**src/rtl/instr_fetch_unit.sv**
```systemverilog
// Instruction fetch stage for the multi-cycle RV32I core.
// The unit keeps one request outstanding to a variable-latency instruction memory.
// It hands each fetched word and its PC to decode through a valid/ready handshake.
// Redirects and halts are honoured at any point of a fetch. A response that belongs
// to an abandoned fetch is dropped.
module instr_fetch_unit #(
  parameter int              XLEN     = 32,
  parameter logic [XLEN-1:0] RESET_PC = '0,
  parameter int              CNT_W    = 32
) (
  input  logic             clk,
  input  logic             reset,
  output logic             imem_req,
  output logic [XLEN-1:0]  imem_addr,
  input  logic             imem_rvalid,
  input  logic [31:0]      imem_rdata,
  output logic             if_valid,
  input  logic             if_ready,
  output logic [31:0]      if_inst,
  output logic [XLEN-1:0]  if_pc,
  input  logic             redirect_valid,
  input  logic [XLEN-1:0]  redirect_pc,
  input  logic             halt,
  output logic             halted,
  output logic [CNT_W-1:0] fetch_count
);

  localparam logic [31:0] NOP = 32'h00000013;

  typedef enum logic [2:0] {
    S_IDLE   = 3'd0,
    S_REQ    = 3'd1,
    S_WAIT   = 3'd2,
    S_VALID  = 3'd3,
    S_HALTED = 3'd4
  } state_t;

  state_t           state_q, state_d;
  logic [XLEN-1:0]  pc_q;
  logic             drop_q;
  logic             halt_pend_q;
  logic [31:0]      inst_q;
  logic [XLEN-1:0]  inst_pc_q;
  logic [CNT_W-1:0] count_q;

  // Decode-side qualifiers. A halt overrides a redirect in the same cycle, and
  // once a halt is pending the fetch unit no longer follows redirects.
  logic redir_take;
  logic accept;
  logic capture;

  assign redir_take = redirect_valid && !halt && !halt_pend_q && (state_q != S_HALTED);
  assign accept     = (state_q == S_VALID) && if_ready && !halt && !redirect_valid;
  assign capture    = (state_q == S_WAIT) && imem_rvalid && !drop_q && !halt_pend_q
                      && !halt && !redirect_valid;

  // State register.
  always_ff @(posedge clk or negedge reset) begin
    if (!reset) state_q <= S_IDLE;
    else        state_q <= state_d;
  end

  // Next-state logic.
  always_comb begin
    state_d = state_q;
    case (state_q)
      S_IDLE:   state_d = halt ? S_HALTED : S_REQ;
      S_REQ:    state_d = halt ? S_HALTED : S_WAIT;
      S_WAIT: begin
        if (imem_rvalid) begin
          if (halt || halt_pend_q)           state_d = S_HALTED;
          else if (drop_q || redirect_valid) state_d = S_REQ;
          else                               state_d = S_VALID;
        end
      end
      S_VALID: begin
        if (halt)                         state_d = S_HALTED;
        else if (redirect_valid || accept) state_d = S_REQ;
      end
      S_HALTED: state_d = S_HALTED;
      default:  state_d = S_IDLE;
    endcase
  end

  // Outputs are pure decodes of the state register.
  always_comb begin
    imem_req = (state_q == S_REQ);
    if_valid = (state_q == S_VALID);
    halted   = (state_q == S_HALTED);
  end

  // PC, drop/halt bookkeeping, captured instruction and the transfer counter.
  always_ff @(posedge clk or negedge reset) begin
    if (!reset) begin
      pc_q        <= RESET_PC;
      drop_q      <= 1'b0;
      halt_pend_q <= 1'b0;
      inst_q      <= NOP;
      inst_pc_q   <= '0;
      count_q     <= '0;
    end else begin
      if (redir_take)
        pc_q <= {redirect_pc[XLEN-1:2], 2'b00};
      else if (capture)
        pc_q <= pc_q + XLEN'(4);

      if (capture) begin
        inst_q    <= imem_rdata;
        inst_pc_q <= pc_q;
      end

      // The response of the current fetch consumes the drop flag. Otherwise a
      // redirect or halt during an outstanding fetch marks that fetch as stale.
      if ((state_q == S_WAIT) && imem_rvalid)
        drop_q <= 1'b0;
      else if (((state_q == S_REQ) && redir_take) ||
               ((state_q == S_WAIT) && (redir_take || halt)))
        drop_q <= 1'b1;

      if ((state_q == S_WAIT) && halt && !imem_rvalid)
        halt_pend_q <= 1'b1;

      if (accept)
        count_q <= count_q + CNT_W'(1);
    end
  end

  assign imem_addr   = pc_q;
  assign if_inst     = inst_q;
  assign if_pc       = inst_pc_q;
  assign fetch_count = count_q;

endmodule

```
**config.mk**
```make
export PLATFORM = sky130hd
export DESIGN_NAME = instr_fetch_unit
export DESIGN_NICKNAME = d
export VERILOG_FILES = /design/src/rtl/instr_fetch_unit.sv
export SDC_FILE = /design/constraint.sdc
export NUM_CORES = 1
export LEC_CHECK = 0
export BUFFER_PORTS_ARGS = -buffer_cell sky130_fd_sc_hd__buf_2
export CAP_MARGIN = 40
export CORE_ASPECT_RATIO = 0.8
export CORE_MARGIN = 2
export CORE_UTILIZATION = 40
export DETAILED_ROUTE_END_ITERATION = 7
export GPL_TIMING_DRIVEN = 0
export HOLD_SLACK_MARGIN = 0.05
export PLACE_DENSITY = 0.66
export SLEW_MARGIN = 20
export SYNTH_ARGS = -nofsm -noshare
export SYNTH_HDL_FRONTEND = slang
export SYNTH_SLANG_ARGS = --single-unit
```
**constraint.sdc**
```tcl
create_clock -name clk -period 4.5 [get_ports clk]
set_input_delay 0.45 -clock clk [delete_from_list [all_inputs] [get_ports clk]]
set_output_delay 0.45 -clock clk [all_outputs]
set_load 0.005 [all_outputs]
```
==> run metrics, run 1 <==
Post-Place Setup Slack 1.888 ns; fin worst setup slack 2.079 ns; synth warn 0; critical path arrival 2.72 ns; Seq/Total Area, Yosys 0.5486; total CTS buffers 17; antenna violation net count after detailed routing 0; LEAKAGE 4.158 nW; final hold violations 0; hold path start imem_rdata[0]; Cells after Synth 638; WS Path Type register to register; Slew Limit Fails 0; Post-DP HPWL 11920 um; DR WL/cell 15.70 um; total number of vias 5262; Logic pwr share 0.227; setup bufs post-CTS 0; Worst setup SP type register; Iteration-0 DRC Markers 331; worst hold path type primary input to register; Max Buffers Root-to-Sink 2; minimum clock period 2.421 ns; Overall Global Routing Usage 0.2157; # clock sinks 129; number of flops mapped to enable cells by yosys 0; Slew HR 0.5630; Max rail drop VDD 312.5 uV; CTS tree built; Slew @ Worst Pin 0.6495 ns; layout cells sized above 1 0.2931; DRC Markers 0; CP cell instances or4b_1, buf_2, or2_1, buf_6, clkbuf_1, clkbuf_1, nand2_1, nand2_1; first-pass GRT wire length 26610 um; Syn Area/Cell 9.233 sq um; period utilization 0.5381; Clock power frac 0.361; routability cong. 0.8928; CP required 4.80 ns; vias per cell 4.992; Initial DRT Pass Iterations 5; Crit. End Element register; overflow left after global routing 0; PD cells 538.1 mW/mm^2; Post-Route WL 16550 um; die area 0.01572 sq mm; # IOs 201; Initial Utilization 0.4106; reg2reg start halt_pend_q$_DFFE_PN0P_; Seq. cell area 0.003232 sq mm; clock-pin slew on the worst setup and hold paths 0.06 ns; H-tree levels 4; part of the power in registers 0.411; CP max stage cell or4b_1; Sw Ratio 0.3135; run status finished, final reports clean; Pint 2.884 mW; Post-Syn Area 0.005891 sq mm; max frequency 413.0 MHz; port bufs 194; library cells used by synthesis 53; switching power total 1.317 mW; largest net degree at the start of global routing 72; prevailing post-synth register cell dfrtp_1; CP peak stage delay 0.54 ns; FP Rows 39; Layout fillers 1381; max_cap viols 0; Ant. Diodes 0; setup TNS 0 ns; asr flop ratio synth 1.000; post-synth top area share 0.5353; Root Buffer Master clkbuf_16; Worst Skew 0.01111 ns; NumNets Final 929; Final Core Density 0.5443; Chip Height 112.5 um; Seq cells post-synth 129; overall die width 139.7 um; vias in the first global route 5017; critical-path maximum fanout 10; RSZ-0062 raised after global routing false; Clk Latency, worst-skew pair 0.42 ns; Area Growth Syn to Fin 32.56%; initial antenna violation count 0; Synth area leader dfrtp_1; area taken by multi-input logic gates 0.002481 sq mm; largest cells by area after synthesis dfrtp_1 (54%), nand2_1 (14%), xnor2_1 (4.0%); crit path from halt_pend_q$_DFFE_PN0P_; core area 0.01435 sq mm; final setup vio count 0
area by class of cell:
class,count,share of cell area
inverter,8,0.003846
sequential,129,0.4139
multi-input combinational,473,0.3177
buffer,31,0.02035
timing repair buffer,197,0.1311
tap,184,0.02948
clock inverter,12,0.02644
clock buffer,20,0.05720
worst max-delay path: cells and delay by family, from the launching register on:
| kind | cells | cell delay [ns] |
|---|---|---|
| buffers and inverters | 4 | 0.90 |
| and+or+nand+nor | 4 | 0.98 |
| DFF | 1 | 0.43 |
timing repair:
item / CTS / global route
gates resized for setup: 0 / 0
endpoints found under the setup margin: 0 / 0
hold buffers: 1 / 0
endpoints found under the hold margin: 56 / 0
per-layer routing:
layer | track usage | part of all wire | vias up
met2 | 0.3206 | 0.45 | 180
met3 | 0.05717 | 0.066 | 22
li1 | - | - | 2562
met5 | 0 | 0 | -
met4 | 0.07600 | 0.015 | 0
met1 | 0.3069 | 0.47 | 2498
power groups by stage:
stage / Clock (mW) / Sequential, mW / Combinational (mW)
after global routing: 1.61 / 1.77 / 1.07
after detailed placement: 0 / 1.74 / 0.955
after CTS: 1.55 / 1.72 / 0.964
after global placement: 0 / 1.73 / 0.936
final: 1.52 / 1.73 / 0.955
after floorplan: 0 / 1.72 / 0.452
cells by family after synthesis:
group,count (synthesis),synth area share
DFF,129,0.5486
muxes,2,0.003611
and+or+nand+nor,362,0.2810
other,1,0.0006366
AOI/OAI and AO/OA,55,0.05841
adders and majority gates,2,0.004247
xor gates and xnor gates,48,0.07137
buffers and inverters,39,0.03207
synthesized netlist by cell type, types with 3 or more instances:
| cell type | count |
|---|---|
| nor2_1 | 36 |
| a21oi_1 | 11 |
| inv_1 | 8 |
| a311oi_1 | 3 |
| nor2b_1 | 5 |
| xor2_1 | 21 |
| buf_2 | 7 |
| nand4_1 | 21 |
| nand2_1 | 226 |
| nor4_1 | 7 |
| nor4_4 | 3 |
| buf_4 | 5 |
| nand3_1 | 22 |
| and4_1 | 4 |
| xnor2_1 | 27 |
| and2_1 | 5 |
| and3_1 | 5 |
| clkbuf_1 | 17 |
| dfstp_2 | 3 |
| dfrtp_1 | 126 |
| nor3_1 | 11 |
| o21ai_0 | 21 |
| a211oi_1 | 6 |
sequential cells by signal (all words and copies together) (netlist names):
| name | flops |
|---|---|
| halt_pend_q | 1 |
| fetch_count | 32 |
| state_q | 3 |
| if_pc | 30 |
| imem_addr | 30 |
| if_inst | 32 |
| drop_q | 1 |
per-stage QoR:
| step | instances | hold slack [ns] | area (sq um) | total power [mW] |
|---|---|---|---|---|
| finish | 1054 | 0.2123 | 7809 | 4.202 |
| global route | 1054 | 0.2131 | 7809 | 4.445 |
| CTS | 1053 | 0.1929 | 7804 | 4.235 |
| detailed placement | 1020 | 0.4147 | 7141 | 2.692 |
| global placement | 1019 | 0.4468 | 7103 | 2.670 |
| floorplan | 641 | 0.1544 | 5902 | 2.173 |
cells in the final DEF, fill, tap and decap left out, types with 2 or more instances in the layout:
master / instances
clkbuf_16: 17
clkbuf_1: 19
xnor2_1: 27
or4b_1: 2
a311oi_1: 3
a221o_1: 2
xor2_1: 21
dfrtp_1: 126
buf_6: 2
dfstp_2: 3
a21oi_1: 11
or3b_2: 2
or2_2: 2
nor4_4: 3
nor2_1: 36
nor4_1: 7
buf_4: 5
buf_2: 200
ha_1: 2
bufinv_16: 5
nor3_1: 11
nand3_1: 22
nand4b_1: 2
clkinv_4: 4
nor2b_1: 5
inv_1: 8
a22oi_1: 2
conb_1: 4
o21ai_0: 21
and2_1: 5
nand2_1: 226
and4_1: 4
and3_1: 5
a211oi_1: 6
nand4_1: 21
worst paths after layout:
path	depth (start not counted)	slack (ns)	end
worst min-delay path	3	0.21	if_inst[0]$_DFFE_PN1P_
worst max register to register	8	2.08	if_pc[25]$_DFFE_PN0P_
min in group asynchronous	2	0.54	if_pc[11]$_DFFE_PN0P_
max in group asynchronous	3	3.20	if_inst[4]$_DFFE_PN1P_
worst max-delay path	8	2.08	if_pc[25]$_DFFE_PN0P_
worst min register to register	2	0.46	if_inst[4]$_DFFE_PN1P_
No activity file was read; power rests on OpenSTA's default activity.
==> run 2: changes to the inputs <==
PLACE_DENSITY = 0.69   (was 0.66)
clock period = 2 ns   (was 4.5 ns; I/O delays follow)
==> run 2 against run 1 <==
  * The flow now finishes with violations (setup timing)
  * Clock skew fell by 0.0043 ns
  * Cell count up 9.3%
  * Sequential share of layout area fell by 6.6 points
  * First-iteration DRC count shrank 8.8%
  * Register-to-register slack got worse by 2.1 ns
  * Critical path depth shrank 1
  * Maximum frequency rose by 19%
  * Clock power is 110% higher
  * Total power increased by 140%
  * Via count increased by 13%
  * Combinational power grew to 2.9 times the previous value
  * Critical endpoint is now if_inst[22]$_DFFE_PN0P_
==> run metrics, run 2 (synthesized netlist as in run 1, its figures left out) <==
final setup vio count 11; H-tree levels 4; minimum clock period 2.037 ns; period utilization 1.019; Layout fillers 1144; initial antenna violation count 0; Slew HR 0.6433; area taken by multi-input logic gates 0.002912 sq mm; critical path arrival 2.34 ns; Overall Global Routing Usage 0.2515; Worst setup SP type register; die area 0.01572 sq mm; core area 0.01435 sq mm; RSZ-0062 raised after global routing true; Clk Latency, worst-skew pair 0.42 ns; Hold WS 0.06640 ns; max frequency 490.8 MHz; max_cap viols 0; antenna violation net count after detailed routing 0; switching power total 3.302 mW; total CTS buffers 17; run status finished, violations left; critical-path maximum fanout 7; overall die width 139.7 um; port bufs 194; LEAKAGE 4.824 nW; Logic pwr share 0.276; layout cells sized above 1 0.4070; first-pass GRT wire length 31110 um; Initial DRT Pass Iterations 5; Seq. cell area 0.003237 sq mm; failing checks setup timing; Initial Utilization 0.4106; Worst Skew 0.006810 ns; Max rail drop VDD 658.9 uV; Pint 6.610 mW; Post-Layout Cell Count 1152; Post-Route WL 20350 um; Slew @ Worst Pin 0.5350 ns; WS Path Type register to register; FP Rows 39; DR WL/cell 17.66 um; Area Growth Syn to Fin 58.01%; Slew Limit Fails 0; most common cell after layout, fill and taps aside buf_2; clock-pin slew on the worst setup and hold paths 0.06 ns; # IOs 201; Chip Height 112.5 um; NumNets Final 1027; Clock power frac 0.316; final hold violations 0; CP required 2.31 ns; Post-Place Cells 1020; Post-DP HPWL 12100 um; vias per cell 5.139; PD cells 1065 mW/mm^2; worst hold path type primary input to register; part of the power in registers 0.408; largest net degree at the start of global routing 80; Root Buffer Master clkbuf_16; vias in the first global route 5819; Iteration-0 DRC Markers 302; Max Buffers Root-to-Sink 2; most frequent cells in the layout buf_2 (197), nand2_1 (174), dfrtp_1 (122), dlygate4sd3_1 (59), buf_4 (43); Ant. Diodes 0; overflow left after global routing 0; # clock sinks 129; fin worst setup slack -0.03741 ns; total number of vias 5920; Crit. End Element register; CTS tree built; Sw Ratio 0.3331; routability cong. 0.8725; DRC Markers 0
==> run 2: cell types whose count changed in the layout (fill, tap and decap cells not counted), moves of 5 or more <==
cell	delta
dlygate4sd3_1	+58
nor4_1	-5
clkbuf_8	+6
nand2_4	+22
o21ai_0	-13
clkbuf_1	-17
nand2_2	+30
o21ai_1	+13
buf_4	+38
clkbuf_16	+5
nand2_1	-52
==> run 2: path summary, 6_finish.rpt <==
check / from / end / slack [ns] / cells past startpoint
setup / recovery: state_q[0]$_DFFE_PN0P_ / if_inst[22]$_DFFE_PN0P_ / -0.04 / 7
hold / removal: redirect_pc[8] / imem_addr[8]$_DFFE_PN0P_ / 0.07 / 3
setup reg to reg: state_q[0]$_DFFE_PN0P_ / if_inst[22]$_DFFE_PN0P_ / -0.04 / 7
hold reg to reg: if_inst[4]$_DFFE_PN1P_ / if_inst[4]$_DFFE_PN1P_ / 0.46 / 2
max in group asynchronous: reset / imem_addr[8]$_DFFE_PN0P_ / 0.93 / 3
min in group asynchronous: reset / if_inst[11]$_DFFE_PN0P_ / 0.29 / 2
==> run 2: power by group through the flow <==
stage                     clock, mW  sequential, mW  combinational [mW]
after global placement            0            3.96                2.09
final                          3.14            4.04                2.73
after floorplan                   0            3.87                1.03
after global routing           3.31            4.14                2.99
after CTS                      3.19            3.98                2.37
after detailed placement          0            3.97                2.13
==> run 2: cell type report <==
cell class / count / share of cell area
clock buffers: 23 / 0.05350
well taps: 184 / 0.02473
plain buffers: 27 / 0.03199
clock inverters: 9 / 0.01129
flip-flops and latches: 129 / 0.3478
inverters: 8 / 0.003226
repair buffers: 299 / 0.2147
multi-input cells: 473 / 0.3128
==> run 2: worst max-delay path, cell delays in order (launching register included) <==
cell and delay, ns:
dfrtp_1 0.39, or4b_4 0.62, or2_4 0.29, buf_12 0.15, clkbuf_16 0.17, clkbuf_16 0.18
nand2_4 0.07, nand2_2 0.05
==> run 2: what timing repair did <==
action	4_1_cts	5_1_grt
endpoints found under the hold margin	108	0
endpoints found under the setup margin	106	104
pin swaps	57	29
resized for setup	93	89
hold buffers	59	0
gates cloned	6	0
buffers inserted	16	23
==> run 2: layer usage <==
metal,global-route usage,wire length [um],vias up
met5,0,0,-
met4,0.08400,364,0
met3,0.06357,1466,30
met2,0.3928,9565,235
met1,0.3455,8952,2898
li1,-,-,2757
==> run 2: through the flow <==
stage / TNS (ns) / utilization / worst slack (ns) / power [mW] / instance area [sq um]
floorplan: 0 / - / 0.009874 / 4.900 / 5913
CTS: -0.6436 / 0.6167 / -0.07610 / 9.549 / 8847
finish: -0.1454 / 0.6488 / -0.03741 / 9.912 / 9308
detailed placement: -28.77 / 0.4985 / -0.4823 / 6.104 / 7152
global placement: -159.91 / 0.4959 / -1.062 / 6.055 / 7114
global route: -1.863 / 0.6488 / -0.1042 / 10.44 / 9308
==> run 3: changes to the inputs <==
TNS_END_PERCENT = 50   (was not set)
==> run 3 against run 2 <==
  * The flow still finishes with violations (setup timing)
  * Clock skew is essentially flat
  * Flip-flop and latch count is the same
  * Routed wire length shrank 3.4%
  * Cell count shrank 0.17%
  * Largest power group unchanged
==> run metrics, run 3 (synthesized netlist as in run 1, its figures left out) <==
total number of vias 5876; antenna violation net count after detailed routing 0; # clock sinks 129; overflow left after global routing 0; Worst setup SP type register; critical path arrival 2.33 ns; final hold violations 0; Max Buffers Root-to-Sink 2; final setup vio count 9; max frequency 494.9 MHz; setup TNS -0.09653 ns; WS Path Type register to register; Post-Route WL 19660 um; Max rail drop VDD 669.0 uV; vias in the first global route 5786; Area Growth Syn to Fin 56.29%; NumNets Final 1025; port bufs 194; CP max stage cell or4b_4; Clk Latency, worst-skew pair 0.42 ns; DR WL/cell 17.10 um; Root Buffer Master clkbuf_16; CP cell instances or4b_4, or2_4, buf_12, clkbuf_16, clkbuf_16, nand2_2, nand2_2; Post-DP HPWL 12100 um; most common cell after layout, fill and taps aside buf_2; most frequent cells in the layout buf_2 (194), nand2_1 (178), dfrtp_1 (123), dlygate4sd3_1 (59), nand2_2 (41); run status finished, violations left; minimum clock period 2.021 ns; Overall Global Routing Usage 0.2489; Worst Skew 0.007195 ns; Slew Limit Fails 0; routability cong. 0.8725; DRC Markers 0; first-pass GRT wire length 30840 um; die area 0.01572 sq mm; period utilization 1.010; largest net degree at the start of global routing 80; CP peak stage delay 0.62 ns; Slew @ Worst Pin 0.5310 ns; Ant. Diodes 0; PD cells 1066 mW/mm^2; Finished Cell Area 0.009206 sq mm; Post-Layout Cell Count 1150; H-tree levels 4; layout cells sized above 1 0.4006; CP required 2.31 ns; Crit. End Element register; Initial Utilization 0.4106; Post-Place Cells 1020; worst hold path type primary input to register; clock-pin slew on the worst setup and hold paths 0.06 ns; fin worst setup slack -0.02070 ns; # IOs 201; critical-path maximum fanout 7; total CTS buffers 17; overall die width 139.7 um; failing checks setup timing; Slew HR 0.6460; DP Area 0.007152 sq mm; vias per cell 5.110; max_cap viols 0; Iteration-0 DRC Markers 350; LEAKAGE 4.796 nW; FP Rows 39; RSZ-0062 raised after global routing true; Initial DRT Pass Iterations 5; initial antenna violation count 0; CTS tree built; core area 0.01435 sq mm; Chip Height 112.5 um
[run 3: layer usage]
| layer | up-vias | global-route usage | routed length [um] |
|---|---|---|---|
| li1 | 2765 | - | - |
| met1 | 2864 | 0.3450 | 8782 |
| met2 | 221 | 0.3866 | 9157 |
| met3 | 26 | 0.06314 | 1397 |
| met4 | 0 | 0.08000 | 325 |
| met5 | - | 0 | 0 |
[run 3: stage by stage]
step / power [mW] / hold slack [ns] / util / setup WS, ns
floorplan: 4.900 / -0.09559 / - / 0.009874
global placement: 6.055 / 0.3914 / 0.4959 / -1.062
detailed placement: 6.104 / 0.1375 / 0.4985 / -0.4823
CTS: 9.550 / 0.05276 / 0.6155 / -0.07306
global route: 10.35 / 0.06850 / 0.6417 / -0.1070
finish: 9.814 / 0.07299 / 0.6417 / -0.02070
[run 3: worst paths after layout]
check,startpoint,endpoint,slack (ns),cells past startpoint
worst max-delay path,state_q[0]$_DFFE_PN0P_,if_inst[18]$_DFFE_PN0P_,-0.02,7
worst min-delay path,redirect_pc[8],imem_addr[8]$_DFFE_PN0P_,0.07,3
worst max register to register,state_q[0]$_DFFE_PN0P_,if_inst[18]$_DFFE_PN0P_,-0.02,7
worst min register to register,if_inst[4]$_DFFE_PN1P_,if_inst[4]$_DFFE_PN1P_,0.46,2
max in group asynchronous,reset,imem_addr[3]$_DFFE_PN0P_,0.93,3
min in group asynchronous,reset,if_inst[5]$_DFFE_PN0P_,0.29,2
[run 3: worst max-delay path: cells and delay by family, from the launching register on]
kind                   cells  cell delay (ns)
flip-flops                 1             0.39
buffers and inverters      3             0.49
AND/OR/NAND/NOR            4             1.02
[run 3: final cells by class]
type	instances	area, sq um
Fill cell	1164	5140
Clock inverter	9	105.1
Buffer	28	314.1
Multi-Input combinational cell	473	2826
Tap cell	184	230.2
Inverter	8	30.03
Sequential cell	129	3236
Timing Repair Buffer	296	1967
Clock buffer	23	498.0
[run 3: repair_timing]
item | CTS | global route
endpoints found under the hold margin | 108 | 0
pin swaps | 55 | 21
gates resized for setup | 88 | 77
hold buffers | 59 | 0
cloned | 6 | 0
setup buffers | 16 | 20
endpoints found under the setup margin | 106 | 110
[run 3: power breakdown]
group / switching [mW] / leakage (nW) / total, mW / internal, mW
clock: 1.15 / 0.287 / 3.14 / 1.99
combinational: 1.38 / 2.81 / 2.69 / 1.31
sequential: 0.718 / 1.70 / 3.98 / 3.27
total: 3.24 / 4.80 / 9.81 / 6.57
